$ cat config.mk
export PLATFORM = sky130hd
export DESIGN_NAME = seq_chunk_adder
export DESIGN_NICKNAME = d
export VERILOG_FILES = /design/src/rtl/seq_chunk_adder.sv
export SDC_FILE = /design/constraint.sdc
export NUM_CORES = 1
export LEC_CHECK = 0
export CORE_UTILIZATION = 57
export CTS_CLUSTER_DIAMETER = 40
export CTS_CLUSTER_SIZE = 16
export DETAILED_ROUTE_END_ITERATION = 7
export PLACE_DENSITY = 0.85
export SYNTH_ARGS = -nofsm -noshare
export SYNTH_HDL_FRONTEND = slang
export SYNTH_SLANG_ARGS = --single-unit
$ cat constraint.sdc
create_clock -name clk -period 4.1 [get_ports clk]
set_input_delay 0.82 -clock clk [delete_from_list [all_inputs] [get_ports clk]]
set_output_delay 0.82 -clock clk [all_outputs]
set_load 0.01 [all_outputs]
$ cat src/rtl/seq_chunk_adder.sv
// Sequential N-bit adder/subtractor: processes W bits per clock, chaining the
// carry through a register, with a start/done handshake.
module seq_chunk_adder #(
  parameter int N = 16,
  parameter int W = 4
) (
  input  logic         clk,
  input  logic         rst,
  input  logic         start,
  input  logic         sub,
  input  logic [N-1:0] in1,
  input  logic [N-1:0] in2,
  input  logic         Cin,
  output logic         busy,
  output logic         done,
  output logic [N-1:0] Sum,
  output logic         Cout,
  output logic         ovf,
  output logic         state_dbg
);

  localparam int C  = N / W;
  localparam int IW = (C > 1) ? $clog2(C) : 1;

  typedef enum logic {IDLE = 1'b0, RUN = 1'b1} state_t;

  // Handshake: start is sampled only in IDLE; done is a one-cycle pulse in the
  // cycle after the final chunk edge, and start in that cycle is accepted.
  state_t        state, state_nx;
  logic [N-1:0]  a_q, b_q, acc, sum_full;
  logic          carry;
  logic [IW-1:0] idx;
  logic [W-1:0]  a_chunk, b_chunk, s_chunk;
  logic          c_chunk;
  logic          last;

  always_comb begin
    a_chunk  = a_q[idx*W +: W];
    b_chunk  = b_q[idx*W +: W];
    {c_chunk, s_chunk} = {1'b0, a_chunk} + {1'b0, b_chunk} + {{W{1'b0}}, carry};
    last     = (idx == IW'(C - 1));
    // Accumulator with the current chunk merged in; this is the final result on the last edge.
    sum_full = acc;
    sum_full[idx*W +: W] = s_chunk;
  end

  always_ff @(posedge clk) begin
    if (rst) state <= IDLE;
    else     state <= state_nx;
  end

  always_comb begin
    state_nx = state;
    case (state)
      IDLE:    if (start) state_nx = RUN;
      RUN:     if (last)  state_nx = IDLE;
      default: state_nx = IDLE;
    endcase
  end

  always_comb begin
    busy      = (state == RUN);
    state_dbg = state;
  end

  always_ff @(posedge clk) begin
    if (rst) begin
      a_q   <= '0;
      b_q   <= '0;
      acc   <= '0;
      carry <= 1'b0;
      idx   <= '0;
      Sum   <= '0;
      Cout  <= 1'b0;
      ovf   <= 1'b0;
      done  <= 1'b0;
    end else begin
      done <= 1'b0;
      case (state)
        IDLE: begin
          if (start) begin
            // Subtraction is A + ~B + 1, so only the effective B and carry are kept.
            a_q   <= in1;
            b_q   <= sub ? ~in2 : in2;
            carry <= sub ? 1'b1 : Cin;
            acc   <= '0;
            idx   <= '0;
          end
        end
        RUN: begin
          acc   <= sum_full;
          carry <= c_chunk;
          idx   <= last ? '0 : idx + 1'b1;
          if (last) begin
            Sum  <= sum_full;
            Cout <= c_chunk;
            ovf  <= (a_q[N-1] == b_q[N-1]) && (sum_full[N-1] != a_q[N-1]);
            done <= 1'b1;
          end
        end
        default: ;
      endcase
    end
  end

endmodule
==> out/metrics.yaml, run 1 <==
detailed_routing:
  drcViolationCount: 0
  firstDrtPassIters: 4
  wl_mm: 7.606
  num_vias: 2775
  viasPerCell: 5.757
  final_antenna_net_count: 0
  wl_per_cell_um: 15.78
  initialDrtViolationCount: 157
power:
  leakage_nw: 1.512
  power_density_nw_per_um2: 373.3
  peakVddDrop_mv: 0.2392
sta:
  hold_violations: 0
  period_minus_slack_ps: 2814
  setup_viol: 0
  post-route-worst-setup-slack_ps: 1286
  slew_viol_final: 0
  tightest_slew_ps: 937.6
  fin_tns_setup_ps: 0
  slew_headroom: 0.3749
  fin_crit_sh: 0.6864
  rsz0062_at_grt: "false"
  fmax_mhz: 355.3
  fin_skew_ps: 8.594
clock_tree:
  post_cts_buffers: 0
  cts_hold_buffers: 0
  cts.sinks: 71
  ctsResizeCount: 0
  cts_tree: "yes"
  cts_buffers: 9
  clockBufferDepth: 2
  clkTransAtPathRegs_ps: 70
  cts-root-buf: "clkbuf_8"
  ctsHtreeMaxLevel: 3
  clkLatencyLatePin_ps: 350
place:
  gp_congestion: 0.8604
  hpwl_mm: 5.355
  io_buffer_count: 57
  place_ws_ps: 1283
cells_and_area:
  final_nets: 453
  layout_common_cells: "71 x dfxtp_1, 56 x clkdlybuf4s50_1, 43 x nand2_1, 34 x a21oi_1, 32 x nor2_1"
  drive_above_1_share: 0.09756
  layout_commonest_cell: "dfxtp_1"
  antenna_cells: 0
  area_growth_pct: 22.34
global_routing:
  grt_max_degree: 49
  grt_use_total: 0.2695
  grt_pass1_vias: 2699
  grt-ovfl-total: 0
  grt_pass1_wl_mm: 12.57
  antenna_found_initial: 0
status:
  outcome: "finished clean"
die:
  die_w_um: 78.40
  row_count: 27
  core_area_um2: 5574
  top_level_ports: 58
  initial_core_util: 0.5969
  dieArea_um2: 6147
  fp.dieH_um: 78.40
synth:
  netlist_area_um2: 3327
  avgSynthCellArea_um2: 9.216
  synth_async_sr_flop_share: 0
  yosysWarnings: 0
  yosys.area.top_type_share: 0.4272
  ys.flop_type: "dfxtp_1"
  synth_nets: 409
  synth_edf_count: 0
  ys_ff_latch: 71
  syn_inst: 361
  ys_seq_area_frac: 0.4272
  synth_area_leaders: "dfxtp_1 43%, mux4_2 5.4%, a21oi_1 5.1%, nand2_1 4.9%, a211oi_1 4.5%"
  yosysTopAreaCell: "dfxtp_1"
  synth_cell_types: 49
worst_setup_path:
  crit_path_cell_trace: "mux4_2, fa_1, and3_4, or3_1, a32oi_2, a211oi_1"
  end_kind: "flop"
  cp.required_ps: 4310
  crit_arrival_ps: 3030
  worstPathMaxFanout: 9
  cp_slowest_cell: "dfxtp_1"
  cp-start-kind: "flop"
  worstSetupPathType: "reg -> reg"
  cp_slowest_stage_delay_ps: 620
run:
  maxCapViolations: 0
worst_hold_path:
  hold_path_class: "reg -> reg"
report_power, final:
part	switching, mW	internal [mW]
clock	0.253	0.297
sequential	0.0219	0.718
combinational	0.121	0.108
total	0.396	1.12
registers in the layout (all words and copies together), names as in the netlist:
name and count:
Sum 16, busy 1, a_q 16, done 1
Cout 1, acc 16, idx 2, b_q 16
carry 1, ovf 1
per-stage QoR:
step	instances	power, mW	util	hold slack, ps	instance area, µm²
6_report	482	1.519	0.7302	452.7	4070
5_1_grt	482	1.585	0.7302	477.9	4070
4_1_cts	482	1.526	0.7302	452.7	4070
3_5_place_dp	466	0.9821	0.6958	443.2	3879
3_3_place_gp	466	0.9735	0.6958	439.6	3879
2_1_floorplan	361	0.9089	-	433.1	3327
logic make-up after synthesis:
family / synth area share
AND/OR/NAND/NOR: 0.1621
multiplexers: 0.05415
XOR/XNOR: 0.04739
adder cells (fa/ha/maj): 0.04588
flip-flops: 0.4272
AO/OA/AOI/OAI: 0.2020
buffers and inverters: 0.06130
worst max-delay path: cells and delay by family, from the launching register on:
kind                       cells  cell delay, ps
adders and majority gates      1             430
and+or+nand+nor                2             670
muxes                          1             580
AOI/OAI and AO/OA              2             380
DFF                            1             620
worst paths after layout:
| path | start | slack (ps) | endpoint | depth (start not counted) |
|---|---|---|---|---|
| max reg2reg | idx[0]$_SDFFE_PP0P_ | 1290 | acc[11]$_SDFFE_PP0P_ | 6 |
| min reg2reg | Sum[11]$_SDFFE_PP0P_ | 450 | Sum[11]$_SDFFE_PP0P_ | 2 |
| min | Sum[11]$_SDFFE_PP0P_ | 450 | Sum[11]$_SDFFE_PP0P_ | 2 |
| max | idx[0]$_SDFFE_PP0P_ | 1290 | acc[11]$_SDFFE_PP0P_ | 6 |
area by class of cell:
type                    count  area (µm²)
multi-input cells         244        1704
inverters                  18       67.56
clock buffers              13       148.9
repair buffers             61       595.6
well taps                  72       90.09
fillers                   428        1504
flip-flops and latches     71        1421
clock inverters             3       42.54
layer usage:
metal,vias up,GRT usage,part of all wire
li1,1354,-,-
met1,1300,0.3105,0.41
met2,102,0.4605,0.51
met3,19,0.06279,0.048
met4,0,0.1481,0.027
met5,-,0,0
Yosys cell counts (3+ instances only):
| master | count |
|---|---|
| xnor2_1 | 17 |
| ha_1 | 9 |
| nor3_1 | 9 |
| clkbuf_1 | 11 |
| inv_2 | 3 |
| o22ai_1 | 6 |
| nand2_1 | 43 |
| mux4_2 | 8 |
| and3_1 | 4 |
| nor2_1 | 33 |
| a21oi_1 | 34 |
| nor2b_1 | 6 |
| o21ai_0 | 4 |
| buf_1 | 3 |
| buf_2 | 10 |
| or3_1 | 3 |
| inv_1 | 15 |
| dfxtp_1 | 71 |
| a211oi_1 | 20 |
| a32oi_2 | 3 |
| buf_4 | 3 |
| o21ai_1 | 4 |
| a22o_1 | 13 |
Note: power is estimated with default switching activity, not from simulation.
==> run 2: changes to the inputs <==
--- a/config.mk
+++ b/config.mk
@@ -5,11 +5,11 @@
 export SDC_FILE = /design/constraint.sdc
 export NUM_CORES = 1
 export LEC_CHECK = 0
-export CORE_UTILIZATION = 57
+export CORE_UTILIZATION = 47
 export CTS_CLUSTER_DIAMETER = 40
 export CTS_CLUSTER_SIZE = 16
 export DETAILED_ROUTE_END_ITERATION = 7
-export PLACE_DENSITY = 0.85
+export PLACE_DENSITY = 0.75
 export SYNTH_ARGS = -nofsm -noshare
 export SYNTH_HDL_FRONTEND = slang
 export SYNTH_SLANG_ARGS = --single-unit
==> constraint.sdc (replaced) <==
create_clock -name clk -period 2.33 [get_ports clk]
set_input_delay 0.466 -clock clk [delete_from_list [all_inputs] [get_ports clk]]
set_output_delay 0.466 -clock clk [all_outputs]
set_load 0.01 [all_outputs]
==> out/metrics.yaml, run 2 (same netlist as run 1, synthesis figures left out) <==
place:
  gp_congestion: 0.8140  # -5.4%
  hpwl_mm: 5.210  # -2.7%
  io_buffer_count: 57  # unchanged
die:
  die_w_um: 86.14  # +9.9%
  initial_core_util: 0.4870  # -0.1099
  top_level_ports: 58  # unchanged
  core_area_um2: 6832  # +23%
  fp.dieH_um: 86.14  # +9.9%
  row_count: 30  # +11%
  dieArea_um2: 7419  # +21%
sta:
  fin_crit_sh: 1.017  # +0.3310
  fin_skew_ps: 10.32  # +1.728 ps
  rsz0062_at_grt: "true"
  post-route-worst-setup-slack_ps: -40.65  # -1326 ps
  hold_slack_ps: 429.7  # -23.01 ps
  period_minus_slack_ps: 2371  # -443.7 ps
  hold_violations: 0  # unchanged
  slew_headroom: 0.6436  # +0.2687
  fmax_mhz: 421.8  # +19%
  tightest_slew_ps: 532.2  # -405.4 ps
  slew_viol_final: 0  # unchanged
  setup_viol: 13  # +13
global_routing:
  grt_use_total: 0.2155  # -0.05406
  grt_max_degree: 49  # unchanged
  grt_pass1_vias: 2712  # +0.48%
  grt-ovfl-total: 0  # unchanged
  grt_pass1_wl_mm: 12.49  # -0.65%
  antenna_found_initial: 0  # unchanged
worst_setup_path:
  r2r-start: "idx[0]$_SDFFE_PP0P_"
  worstPathMaxFanout: 7  # -2
  r2r_cells: 9  # +3
  r2r-end: "acc[3]$_SDFFE_PP0P_"
  crit_start: "idx[0]$_SDFFE_PP0P_"
  cp.required_ps: 2590  # -1720 ps
  crit_arrival_ps: 2630  # -400 ps
  worstSetupPathType: "reg -> reg"
  cp-start-kind: "flop"
  reg2reg_slack_ps: -40  # -1330 ps
  end_kind: "flop"
power:
  fin_total_pwr_mw: 2.782  # +83%
  peakVddDrop_mv: 0.5111  # +110%
  power_density_nw_per_um2: 626.6  # +68%
  leakage_nw: 1.636  # +8.2%
cells_and_area:
  fillCellCount: 568  # +33%
  multi_input_area_um2: 1846  # +8.3%
  area_growth_pct: 33.43
  final_nets: 474  # +4.6%
  antenna_cells: 0  # unchanged
  drive_above_1_share: 0.1972  # +0.09965
  layout_commonest_cell: "dfxtp_1"
  layout_common_cells: "69 x dfxtp_1, 56 x clkdlybuf4s50_1, 43 x nand2_1, 33 x a21oi_1, 32 x nor2_1"
  register_area_um2: 1426  # +0.35%
clock_tree:
  clkLatencyLatePin_ps: 350  # about the same
  ctsHtreeMaxLevel: 3  # unchanged
  cts_hold_buffers: 0  # unchanged
  cts.sinks: 71  # unchanged
  cts_tree: "yes"
  clkTransAtPathRegs_ps: 70  # about the same
  cts_buffers: 9  # unchanged
  cts-root-buf: "clkbuf_8"
  clockBufferDepth: 2  # unchanged
run:
  maxCapViolations: 0  # unchanged
detailed_routing:
  firstDrtPassIters: 4  # unchanged
  num_vias: 2823  # +1.7%
  wl_mm: 7.705  # +1.3%
  drcViolationCount: 0  # unchanged
  final_antenna_net_count: 0  # unchanged
  viasPerCell: 5.357  # -7.0%
  initialDrtViolationCount: 151  # -3.8%
  wl_per_cell_um: 14.62  # -7.3%
status:
  outcome: "finished with violations"
  violations: "negative setup slack"
worst_hold_path:
  hold_path_class: "in -> reg"
  hold_depth: 2  # unchanged
  holdPathEnd: "idx[0]$_SDFFE_PP0P_"
  worstHoldStart: "rst"
-- run 2: cell types whose count changed in the layout (fill, tap and decap cells not counted), sizes merged --
cell      delta
clkinvlp     +1
buf         +21
clkinv       +2
clkbuf       -3
-- run 2: routing by layer --
layer	global-route usage	routed length (µm)
met5	0	0
met4	0.09394	157
met3	0.04812	343
met2	0.3788	3869
met1	0.2509	3335
-- run 2: area by class of cell --
class,instances,area share
timing repair buffer,82,0.1762
tap,96,0.02706
inverter,18,0.01522
clock inverter,6,0.01353
sequential,71,0.3213
multi-input combinational,244,0.4157
clock buffer,10,0.03100
-- run 2: worst max-delay path by stage --
stage	end	depth (start not counted)
detailed placement	acc[3]$_SDFFE_PP0P_	6
finish	acc[3]$_SDFFE_PP0P_	9
global placement	acc[3]$_SDFFE_PP0P_	6
CTS	acc[9]$_SDFFE_PP0P_	8
floorplan	acc[3]$_SDFFE_PP0P_	9
global route	acc[14]$_SDFFE_PP0P_	8
-- run 2: repair_timing --
item	in CTS	in global routing
pin swaps	11	12
endpoints found under the setup margin	27	27
setup buffers	3	3
hold endpoints to repair	0	0
resized for setup	12	7
-- run 2: where the power goes --
part	internal, mW	switching [mW]	total, mW
logic	0.249	0.251	0.500
clock network	0.517	0.469	0.986
registers	1.26	0.0320	1.30
total	2.03	0.752	2.78
-- run 2: critical path, stage by stage, from the launching register on --
cell	delay, ps
dfxtp_4	400
buf_4	130
mux4_2	530
ha_4	250
and3_4	170
buf_4	130
o21ai_4	180
buf_12	140
a32oi_2	110
a211oi_1	230
-- run 2: per-stage QoR --
step | setup TNS (ps) | instance area [µm²] | util | worst slack [ps] | cells
2_1_floorplan | -1717 | 3386 | - | -180.0 | 361
3_3_place_gp | -2139 | 4079 | 0.5971 | -155.4 | 505
3_5_place_dp | -3588 | 4079 | 0.5971 | -229.9 | 505
4_1_cts | -498.7 | 4372 | 0.6399 | -62.84 | 524
5_1_grt | -1974 | 4439 | 0.6498 | -124.7 | 527
6_report | -227.9 | 4439 | 0.6498 | -40.65 | 527
